File: config.mk
export PLATFORM = sky130hd
export DESIGN_NAME = fetch_stage
export DESIGN_NICKNAME = d
export VERILOG_FILES = /design/src/rtl/fetch_stage.sv
export SDC_FILE = /design/constraint.sdc
export NUM_CORES = 1
export LEC_CHECK = 0
export CORE_AREA = 2 2 145 147
export CTS_CLUSTER_DIAMETER = 200
export DETAILED_ROUTE_END_ITERATION = 10
export DIE_AREA = 0 0 147 149
export PLACE_DENSITY = 0.79
export SLEW_MARGIN = 0
export SYNTH_ARGS = -nofsm -noshare
export SYNTH_HDL_FRONTEND = slang
export SYNTH_SLANG_ARGS = --single-unit
export TNS_END_PERCENT = 100
File: constraint.sdc
create_clock -name clk -period 3.58 [get_ports clk]
set_clock_uncertainty 0.1 [all_clocks]
set_input_delay 1.074 -clock clk [delete_from_list [all_inputs] [get_ports clk]]
set_output_delay 1.074 -clock clk [all_outputs]
set_load 0.03 [all_outputs]
File: src/rtl/fetch_stage.sv
// fetch_stage: IF stage and IF/ID pipeline register.
// Owns PCF, issues one outstanding instruction-memory request at a time,
// buffers a response while decode is stalled, applies EX redirects and
// hazard-unit stall/flush, and presents InstrD/PCD/PCPlus4D/ValidD to decode.
// Optional feature macro: FETCH_PERF_CNT_EN (adds FetchCountF/StallCountF).
module fetch_stage #(
    parameter int unsigned     XLEN      = 32,
    parameter logic [XLEN-1:0] RESET_PC  = '0,
    parameter logic [31:0]     NOP_INSTR = 32'h0000_0013
) (
    input  logic            clk,
    input  logic            rst_n,
    input  logic            StallD,
    input  logic            FlushD,
    input  logic            PCSrcE,
    input  logic [XLEN-1:0] PCTargetE,
    output logic            ImemReqValidF,
    input  logic            ImemReqReadyF,
    output logic [XLEN-1:0] ImemAddrF,
    input  logic            ImemRspValidF,
    input  logic [31:0]     ImemRspDataF,
    output logic [31:0]     InstrD,
    output logic [XLEN-1:0] PCD,
    output logic [XLEN-1:0] PCPlus4D,
    output logic            ValidD
`ifdef FETCH_PERF_CNT_EN
    ,
    output logic [31:0]     FetchCountF,
    output logic [31:0]     StallCountF
`endif
);

    typedef enum logic [1:0] {
        S_IDLE = 2'd0,
        S_REQ  = 2'd1,
        S_WAIT = 2'd2,
        S_HOLD = 2'd3
    } state_t;

    state_t          state;
    state_t          state_next;
    logic [XLEN-1:0] pcf;
    logic [XLEN-1:0] pcf_next;
    logic [XLEN-1:0] target;
    logic [XLEN-1:0] buf_pc;
    logic [XLEN-1:0] load_pc;
    logic [31:0]     buf_instr;
    logic [31:0]     load_instr;
    logic            drop_pending;
    logic            drop_next;
    logic            req_fire;
    logic            redirect;
    logic            rsp_take;
    logic            rsp_buf;
    logic            buf_take;
    logic            load;
    logic            unused_tgt_lsb;

    // Redirect targets are forced to word alignment; the low bits are dropped.
    assign target         = {PCTargetE[XLEN-1:2], 2'b00};
    assign unused_tgt_lsb = ^PCTargetE[1:0];
    assign req_fire       = (state == S_REQ) && ImemReqReadyF;

    // State register.
    always_ff @(posedge clk or negedge rst_n) begin
        if (!rst_n) begin
            state <= S_IDLE;
        end else begin
            state <= state_next;
        end
    end

    // Next-state logic; a redirect with a response in WAIT discards it.
    always_comb begin
        state_next = state;
        case (state)
            S_IDLE: state_next = S_REQ;
            S_REQ:  if (req_fire) state_next = S_WAIT;
            S_WAIT: begin
                if (ImemRspValidF) begin
                    state_next = (drop_pending || PCSrcE || !StallD) ? S_REQ : S_HOLD;
                end
            end
            S_HOLD: if (PCSrcE || !StallD) state_next = S_REQ;
            default: state_next = S_IDLE;
        endcase
    end

    // Output and datapath control decode.
    always_comb begin
        ImemReqValidF = (state == S_REQ);
        ImemAddrF     = pcf;
        redirect      = PCSrcE && (state != S_IDLE);
        rsp_take      = 1'b0;
        rsp_buf       = 1'b0;
        buf_take      = 1'b0;
        if ((state == S_WAIT) && ImemRspValidF && !drop_pending && !PCSrcE) begin
            rsp_take = !StallD;
            rsp_buf  = StallD;
        end
        if ((state == S_HOLD) && !PCSrcE && !StallD) begin
            buf_take = 1'b1;
        end
        load       = rsp_take || buf_take;
        load_instr = rsp_take ? ImemRspDataF : buf_instr;
        load_pc    = rsp_take ? pcf : buf_pc;

        pcf_next = pcf;
        if (redirect) begin
            pcf_next = target;
        end else if (load) begin
            pcf_next = pcf + XLEN'(4);
        end

        // A request in flight across a redirect must have its response dropped.
        drop_next = drop_pending;
        if ((state == S_WAIT) && ImemRspValidF) begin
            drop_next = 1'b0;
        end else if (redirect && ((state == S_WAIT) || req_fire)) begin
            drop_next = 1'b1;
        end
    end

    // Fetch PC and stale-response marker.
    always_ff @(posedge clk or negedge rst_n) begin
        if (!rst_n) begin
            pcf          <= RESET_PC;
            drop_pending <= 1'b0;
        end else begin
            pcf          <= pcf_next;
            drop_pending <= drop_next;
        end
    end

    // Response buffer used while decode is stalled; occupancy is implied by HOLD.
    always_ff @(posedge clk or negedge rst_n) begin
        if (!rst_n) begin
            buf_instr <= '0;
            buf_pc    <= '0;
        end else if (rsp_buf) begin
            buf_instr <= ImemRspDataF;
            buf_pc    <= pcf;
        end
    end

    // IF/ID register: flush beats load and stall; an unstalled empty cycle is a bubble.
    always_ff @(posedge clk or negedge rst_n) begin
        if (!rst_n) begin
            InstrD   <= NOP_INSTR;
            PCD      <= '0;
            PCPlus4D <= '0;
            ValidD   <= 1'b0;
        end else if (FlushD) begin
            InstrD <= NOP_INSTR;
            ValidD <= 1'b0;
        end else if (load) begin
            InstrD   <= load_instr;
            PCD      <= load_pc;
            PCPlus4D <= load_pc + XLEN'(4);
            ValidD   <= 1'b1;
        end else if (!StallD) begin
            InstrD <= NOP_INSTR;
            ValidD <= 1'b0;
        end
    end

`ifdef FETCH_PERF_CNT_EN
    // Performance counters: valid decode loads and memory/decode stall cycles.
    always_ff @(posedge clk or negedge rst_n) begin
        if (!rst_n) begin
            FetchCountF <= '0;
            StallCountF <= '0;
        end else begin
            if (load && !FlushD) begin
                FetchCountF <= FetchCountF + 32'd1;
            end
            if ((state == S_WAIT) || ((state == S_HOLD) && StallD)) begin
                StallCountF <= StallCountF + 32'd1;
            end
        end
    end
`endif

endmodule

# Yosys cells after proc, flatten, opt, wreduce, memory -nomap -nowiden
# Cells that the tools add are included.
dict set report word_totals {
  input_bits 71
  out_inout_bits 130
  ff_bits 196
  wordCells 61
}
dict set report classes {
  reduce_logical 22
  n_bitwise 1
  mux 20
  n_addsub 2
  n_eq_ne 7
}
# cell count
set ops {}
lappend ops {{two-way mux 32 bit} 7}
lappend ops {{adder 32 x 3 -> 32 bit, second input constant} 2}
lappend ops {{logical AND 1 bit} 8}
lappend ops {{two-way mux 1 bit} 8}
lappend ops {{two-way mux 2 bit} 4}
lappend ops {{one-hot mux 2 bit (4 select lines)} 1}
lappend ops {{nonzero test 2 bit} 3}
lappend ops {{logical OR 1 bit} 5}
lappend ops {{equality test 2 bit, second input constant} 2}
lappend ops {{inequality test 2 bit, second input constant} 2}
lappend ops {{zero test 1 bit} 3}
lappend ops {{inequality test 3 x 1 -> 1 bit, second input constant} 1}
lappend ops {{AND reduction 3 bit} 1}
lappend ops {{equality test 2 x 1 -> 1 bit, second input constant} 1}
lappend ops {{zero test 2 bit} 1}
lappend ops {{inequality test 2 x 1 -> 1 bit, second input constant} 1}
lappend ops {{AND reduction 2 bit} 1}
lappend ops {{inverter 1 bit} 1}

# Longest topological paths before layout
dict set report depth {
  word_depth 8
  ltp_mapped 17
  depth_no_buf 13
}

# Least setup slack after synthesis
# Ideal clock, no wire load.
dict set report synth_path {
  path_type {input to register}
  startpoint {input port PCSrcE}
  endpoint {register PCPlus4D[26]}
  t_arrival_ps 3734
  t_required_ps 3345
  setup_time_ps 135
  n_path_buf 4
  setup_slack_ps -388
  cell_stages 15
  cell_sequence {or2_1 buf_6 nor2_2 buf_2 buf_4 buf_2 nand2_1 nand2_1 ha_1 nand2_1 a2111oi_2 a41oi_2 a2111oi_4 mux2i_1 o311ai_1}
}
dict set report synth_between {
  elab_cells_between_ends 10
  classes_between {add/sub (1); mux (3); reduce/logical (6)}
}
# item line
set synth_rtl {}
lappend synth_rtl {{start: declaration} 15} ;# input logic PCSrcE,
lappend synth_rtl {{zero test 1 bit} 97} ;# if ((state == S_WAIT) && ImemRspValidF && !drop_pending && !PCSrcE) begin
lappend synth_rtl {{logical AND 1 bit} 97}
lappend synth_rtl {{two-way mux 1 bit} 97}
lappend synth_rtl {{two-way mux 32 bit} 106} ;# load_pc = rsp_take ? pcf : buf_pc;
lappend synth_rtl {{via load_pc[2]} 46} ;# logic [XLEN-1:0] load_pc;
lappend synth_rtl {{adder 32 x 3 -> 32 bit} 159} ;# PCPlus4D <= load_pc + XLEN'(4);
lappend synth_rtl {{end signal: assignment} 159}
lappend synth_rtl {{end: declaration} 24} ;# output logic [XLEN-1:0] PCPlus4D,
# The timed path passes the listed nets, and every way through them passes these cells.
# A chain may end at the register's enable or synchronous reset.

# Worst setup path in the final report
dict set report layout_path {
  startpoint {input port StallD}
  endpoint {register PCPlus4D[26]}
}
dict set report layout_between {
  elab_cells_between_ends 8
  classes_between {add/sub (1); mux (3); reduce/logical (4)}
}
# item line
set layout_rtl {}
lappend layout_rtl {{start: declaration} 13} ;# input logic StallD,
lappend layout_rtl {{zero test 1 bit} n/a}
lappend layout_rtl {{two-way mux 1 bit} 97}
lappend layout_rtl {{two-way mux 32 bit} 106}
lappend layout_rtl {{via load_pc[3]} 46}
lappend layout_rtl {{adder 32 x 3 -> 32 bit} 159}
# The timed path passes the listed nets, and every way through them passes these cells.

==> flow_metrics.env <==
export IMPL_die_w_um=147
export IMPL_design_die_area_um2=21900
export IMPL_drive_above_1_share=0.1665
export IMPL_final_min_clock_period_ns=3.498
export IMPL_grt_overflow_total=0
export IMPL_yosys_warnings=0
export IMPL_post_synth_main_area_contributors="sky130_fd_sc_hd__dfrtp_1 (50%), sky130_fd_sc_hd__mux2_2 (8.1%), sky130_fd_sc_hd__nand2_1 (6.6%), sky130_fd_sc_hd__mux2i_1 (6.2%), sky130_fd_sc_hd__o21ai_0 (5.2%)"
export IMPL_preCtsSetupSlack_ns=-0.2416
export IMPL_synth_area_per_cell_um2=10.28
export IMPL_chipHeight_um=149
export IMPL_hold_class="flip-flop to flip-flop"
export IMPL_async_set_or_reset_flop_fraction_in_the_synthesized_netlist=1.000
export IMPL_final_max_slew_viols=0
export IMPL_startpoint_of_the_lowest_slack_hold_path="PCD[31]"
export IMPL_number_of_enable_type_register_cells_in_the_synthesized_netlist=0
export IMPL_regToRegSetupSlack_ns=0.51
export IMPL_crit_path_frequent_cell="sky130_fd_sc_hd__nand2_2"
export IMPL_io_buffers=192
export IMPL_h_tree_depth=4
export IMPL_start_util=0.4511
export IMPL_p_per_area_nw_per_um2=694.1
export IMPL_routedWlPerCell_um=17.30
export IMPL_detail_route_first_pass_iterations=5
export IMPL_syn_to_final_growth_pct=34.12
export IMPL_count_of_fill_cells_added_during_filler_insertion=1689
export IMPL_max_cap_viol_count=0
export IMPL_timing_critical_path_from="StallD"
export IMPL_routed_wl_um=24290
export IMPL_tritoncts="done"
export IMPL_design_final_nets=1194
export IMPL_slew_headroom=0.5076
export IMPL_numCtsBuffers=17
export IMPL_worst_setup_path_start_kind="primary input"
export IMPL_endpoint_kind="flip-flop"
export IMPL_cts_root_buf="sky130_fd_sc_hd__clkbuf_16"
export IMPL_drc=0
export IMPL_crit_path_top_delay_cell="sky130_fd_sc_hd__a2111oi_4"
export IMPL_synth_area_leader_cell="sky130_fd_sc_hd__dfrtp_1"
export IMPL_total_leakage_power_nw=5.234
export IMPL_grtUsageTotal=0.2254
export IMPL_fin_ws_ns=0.08242
export IMPL_worstMarginPinSlew_ns=0.7290
export IMPL_first_pass_grt_wire_length_um=39130
export IMPL_worst_hold_slack_ns=0.3810
export IMPL_row_count=53
export IMPL_gp_routability_congestion=0.9197
export IMPL_antenna_violating_nets_post_route=0
export IMPL_drt_first_iter_violations=540
export IMPL_primary_ff_master_synth="sky130_fd_sc_hd__dfrtp_1"
export IMPL_detailed_place_hpwl_um=17630
export IMPL_worstSkewPairLatency_ns=0.44
export IMPL_timing_final_setup_violations=0
export IMPL_cp_required_ns=3.79
export IMPL_report_power_total_w=0.008633
export IMPL_slowest_delay_ns=0.44
export IMPL_synth_cell_types=59
export IMPL_critical_path_reg2reg_startpoint="state[0]"
export IMPL_setup_worst_path_class="primary input to flip-flop"
export IMPL_crit_arrival_ns=3.71
export IMPL_area_sequential_um2=4708
export IMPL_synth_seq_area_share=0.5078
export IMPL_vias_per_cell=5.345
export IMPL_multiInputGateArea_um2=4308
export IMPL_cts_root_to_sink_buffers=2
export IMPL_io_pins=201
export IMPL_grt_antenna_before_repair=0
export IMPL_finalCoreUtilization=0.6050
export IMPL_period_share=0.9770
export IMPL_grt_pass1_vias=7284
export IMPL_syn_cell_area_um2=9273
export IMPL_ctsHoldBuffers=0
export IMPL_ir_worst_vdd_mv=0.3958
export IMPL_run_status="finished clean"
export IMPL_finalHoldViolCount=0
export IMPL_grt_start_max_net_pins=80
export IMPL_postSynthCellCount=902
export IMPL_detailroute_via_count=7505
export IMPL_clkSinkCount=188
export IMPL_postSynthRegisterBits=188
export IMPL_clkTransAtPathRegs_ns=0.07
export IMPL_worstPathMaxFanout=6
export IMPL_crit_path_cell_trace="clkdlybuf4s50_1 -> or2_4 -> nor2_4 -> nand2_2 -> nand2_2 -> ha_4 -> nand2_2 -> a2111oi_4 -> a41oi_2 -> buf_6 -> a2111oi_4 -> mux2i_1 -> o311ai_1"
export IMPL_insertedDiodeCount=0
export IMPL_synthDominantCellAreaShare=0.4993
export IMPL_max_clock_freq_mhz=285.9
export IMPL_core_um2=20560
==> per-layer routing <==
layer	up-vias	wire [µm]	GRT usage
met1	3637	11100	0.3212
li1	3551	-	-
met2	285	11380	0.3587
met5	-	0	0
met3	32	1384	0.04098
met4	0	421	0.05865
==> per-stage QoR <==
| stage | setup TNS, ns | cells | instance area, µm² |
|---|---|---|---|
| 2_1_floorplan | -0.2048 | 907 | 9326 |
| 3_3_place_gp | -0.6751 | 1368 | 11770 |
| 3_5_place_dp | -1.552 | 1368 | 11770 |
| 4_1_cts | 0 | 1400 | 12360 |
| 5_1_grt | -0.03375 | 1404 | 12440 |
| 6_report | 0 | 1404 | 12440 |
==> placed cells by master, fill, tap and decap left out, types with 3 or more instances in the layout <==
cell	count
sky130_fd_sc_hd__a21oi_1	11
sky130_fd_sc_hd__a31oi_1	11
sky130_fd_sc_hd__and3_1	11
sky130_fd_sc_hd__buf_12	7
sky130_fd_sc_hd__buf_4	49
sky130_fd_sc_hd__clkbuf_16	17
sky130_fd_sc_hd__clkdlybuf4s50_1	190
sky130_fd_sc_hd__conb_1	6
sky130_fd_sc_hd__dfrtp_1	185
sky130_fd_sc_hd__dfstp_2	3
sky130_fd_sc_hd__ha_1	6
sky130_fd_sc_hd__inv_1	10
sky130_fd_sc_hd__inv_8	6
sky130_fd_sc_hd__mux2_2	67
sky130_fd_sc_hd__mux2i_1	57
sky130_fd_sc_hd__nand2_1	158
sky130_fd_sc_hd__nand2_2	6
sky130_fd_sc_hd__nand3_1	21
sky130_fd_sc_hd__nand4_1	15
sky130_fd_sc_hd__nor2_1	31
sky130_fd_sc_hd__nor3_1	24
sky130_fd_sc_hd__nor3_2	5
sky130_fd_sc_hd__nor4_1	5
sky130_fd_sc_hd__nor4b_1	3
sky130_fd_sc_hd__o21ai_0	96
sky130_fd_sc_hd__o21ai_1	15
sky130_fd_sc_hd__o21bai_1	3
sky130_fd_sc_hd__xnor2_1	25
sky130_fd_sc_hd__xor2_1	29
==> cell usage after synthesis, types with 3 or more instances <==
cell type	n
sky130_fd_sc_hd__buf_2	24
sky130_fd_sc_hd__nor4_1	5
sky130_fd_sc_hd__nand3_1	21
sky130_fd_sc_hd__buf_4	11
sky130_fd_sc_hd__nor2b_1	4
sky130_fd_sc_hd__xor2_1	29
sky130_fd_sc_hd__dfrtp_1	185
sky130_fd_sc_hd__nor3_1	24
sky130_fd_sc_hd__nor4b_1	3
sky130_fd_sc_hd__mux2i_1	57
sky130_fd_sc_hd__o21bai_1	3
sky130_fd_sc_hd__o21ai_1	15
sky130_fd_sc_hd__and3_1	11
sky130_fd_sc_hd__nor2_1	31
sky130_fd_sc_hd__nand2_1	163
sky130_fd_sc_hd__clkbuf_1	23
sky130_fd_sc_hd__a31oi_1	11
sky130_fd_sc_hd__a21oi_1	11
sky130_fd_sc_hd__dfstp_2	3
sky130_fd_sc_hd__o21ai_0	96
sky130_fd_sc_hd__mux2_2	67
sky130_fd_sc_hd__nor3_2	5
sky130_fd_sc_hd__nand4_1	15
sky130_fd_sc_hd__inv_1	10
sky130_fd_sc_hd__ha_1	7
sky130_fd_sc_hd__xnor2_1	25
==> registers in the layout, summed over array words and instances (netlist names) <==
signal,flops
PCPlus4D,30
ImemAddrF,30
ValidD,1
state,2
drop_pending,1
PCD,30
buf_instr,32
InstrD,32
buf_pc,30
==> logic make-up after synthesis <==
| kind of cell | after synthesis | synth area share |
|---|---|---|
| and+or+nand+nor | 304 | 0.1556 |
| DFF | 188 | 0.5078 |
| AOI/OAI and AO/OA | 155 | 0.09648 |
| muxes | 124 | 0.1429 |
| buffers and inverters | 69 | 0.03643 |
| xor gates and xnor gates | 54 | 0.05100 |
| adders and majority gates | 7 | 0.009445 |
| other | 1 | 0.0004044 |
==> report_power, final <==
group          switching [W]  internal, W
logic                0.00178      0.00144
registers           0.000746      0.00279
clock network       0.000935     0.000944
==> cell type report <==
class / instances / area share
Clock inverter: 15 / 0.01338
Multi-Input combinational cell: 650 / 0.3464
Inverter: 10 / 0.003018
Sequential cell: 188 / 0.3786
Timing Repair Buffer: 249 / 0.1968
Clock buffer: 17 / 0.03421
Tap cell: 275 / 0.02767
==> path summary, 6_finish.rpt <==
kind                                      end  cells past startpoint
worst min register to register        PCD[31]                      2
worst min-delay path                  PCD[31]                      2
max in group asynchronous           InstrD[1]                      2
min in group asynchronous       ImemAddrF[22]                      1
worst max register to register   PCPlus4D[26]                     14
worst max-delay path             PCPlus4D[26]                     13
==> timing repair <==
action                                  4_1_cts  5_1_grt
gates resized for setup                       0       10
endpoints found under the setup margin        0        1
setup buffers                                 0        4
==> critical path: cells and delay by family <==
family	cells	cell delay (ns)
mux	1	0.25
compound gates	4	0.94
fa+ha+maj	1	0.15
buf+inv	2	0.59
simple gates	5	0.69
Note: power is estimated with default switching activity, not from simulation.
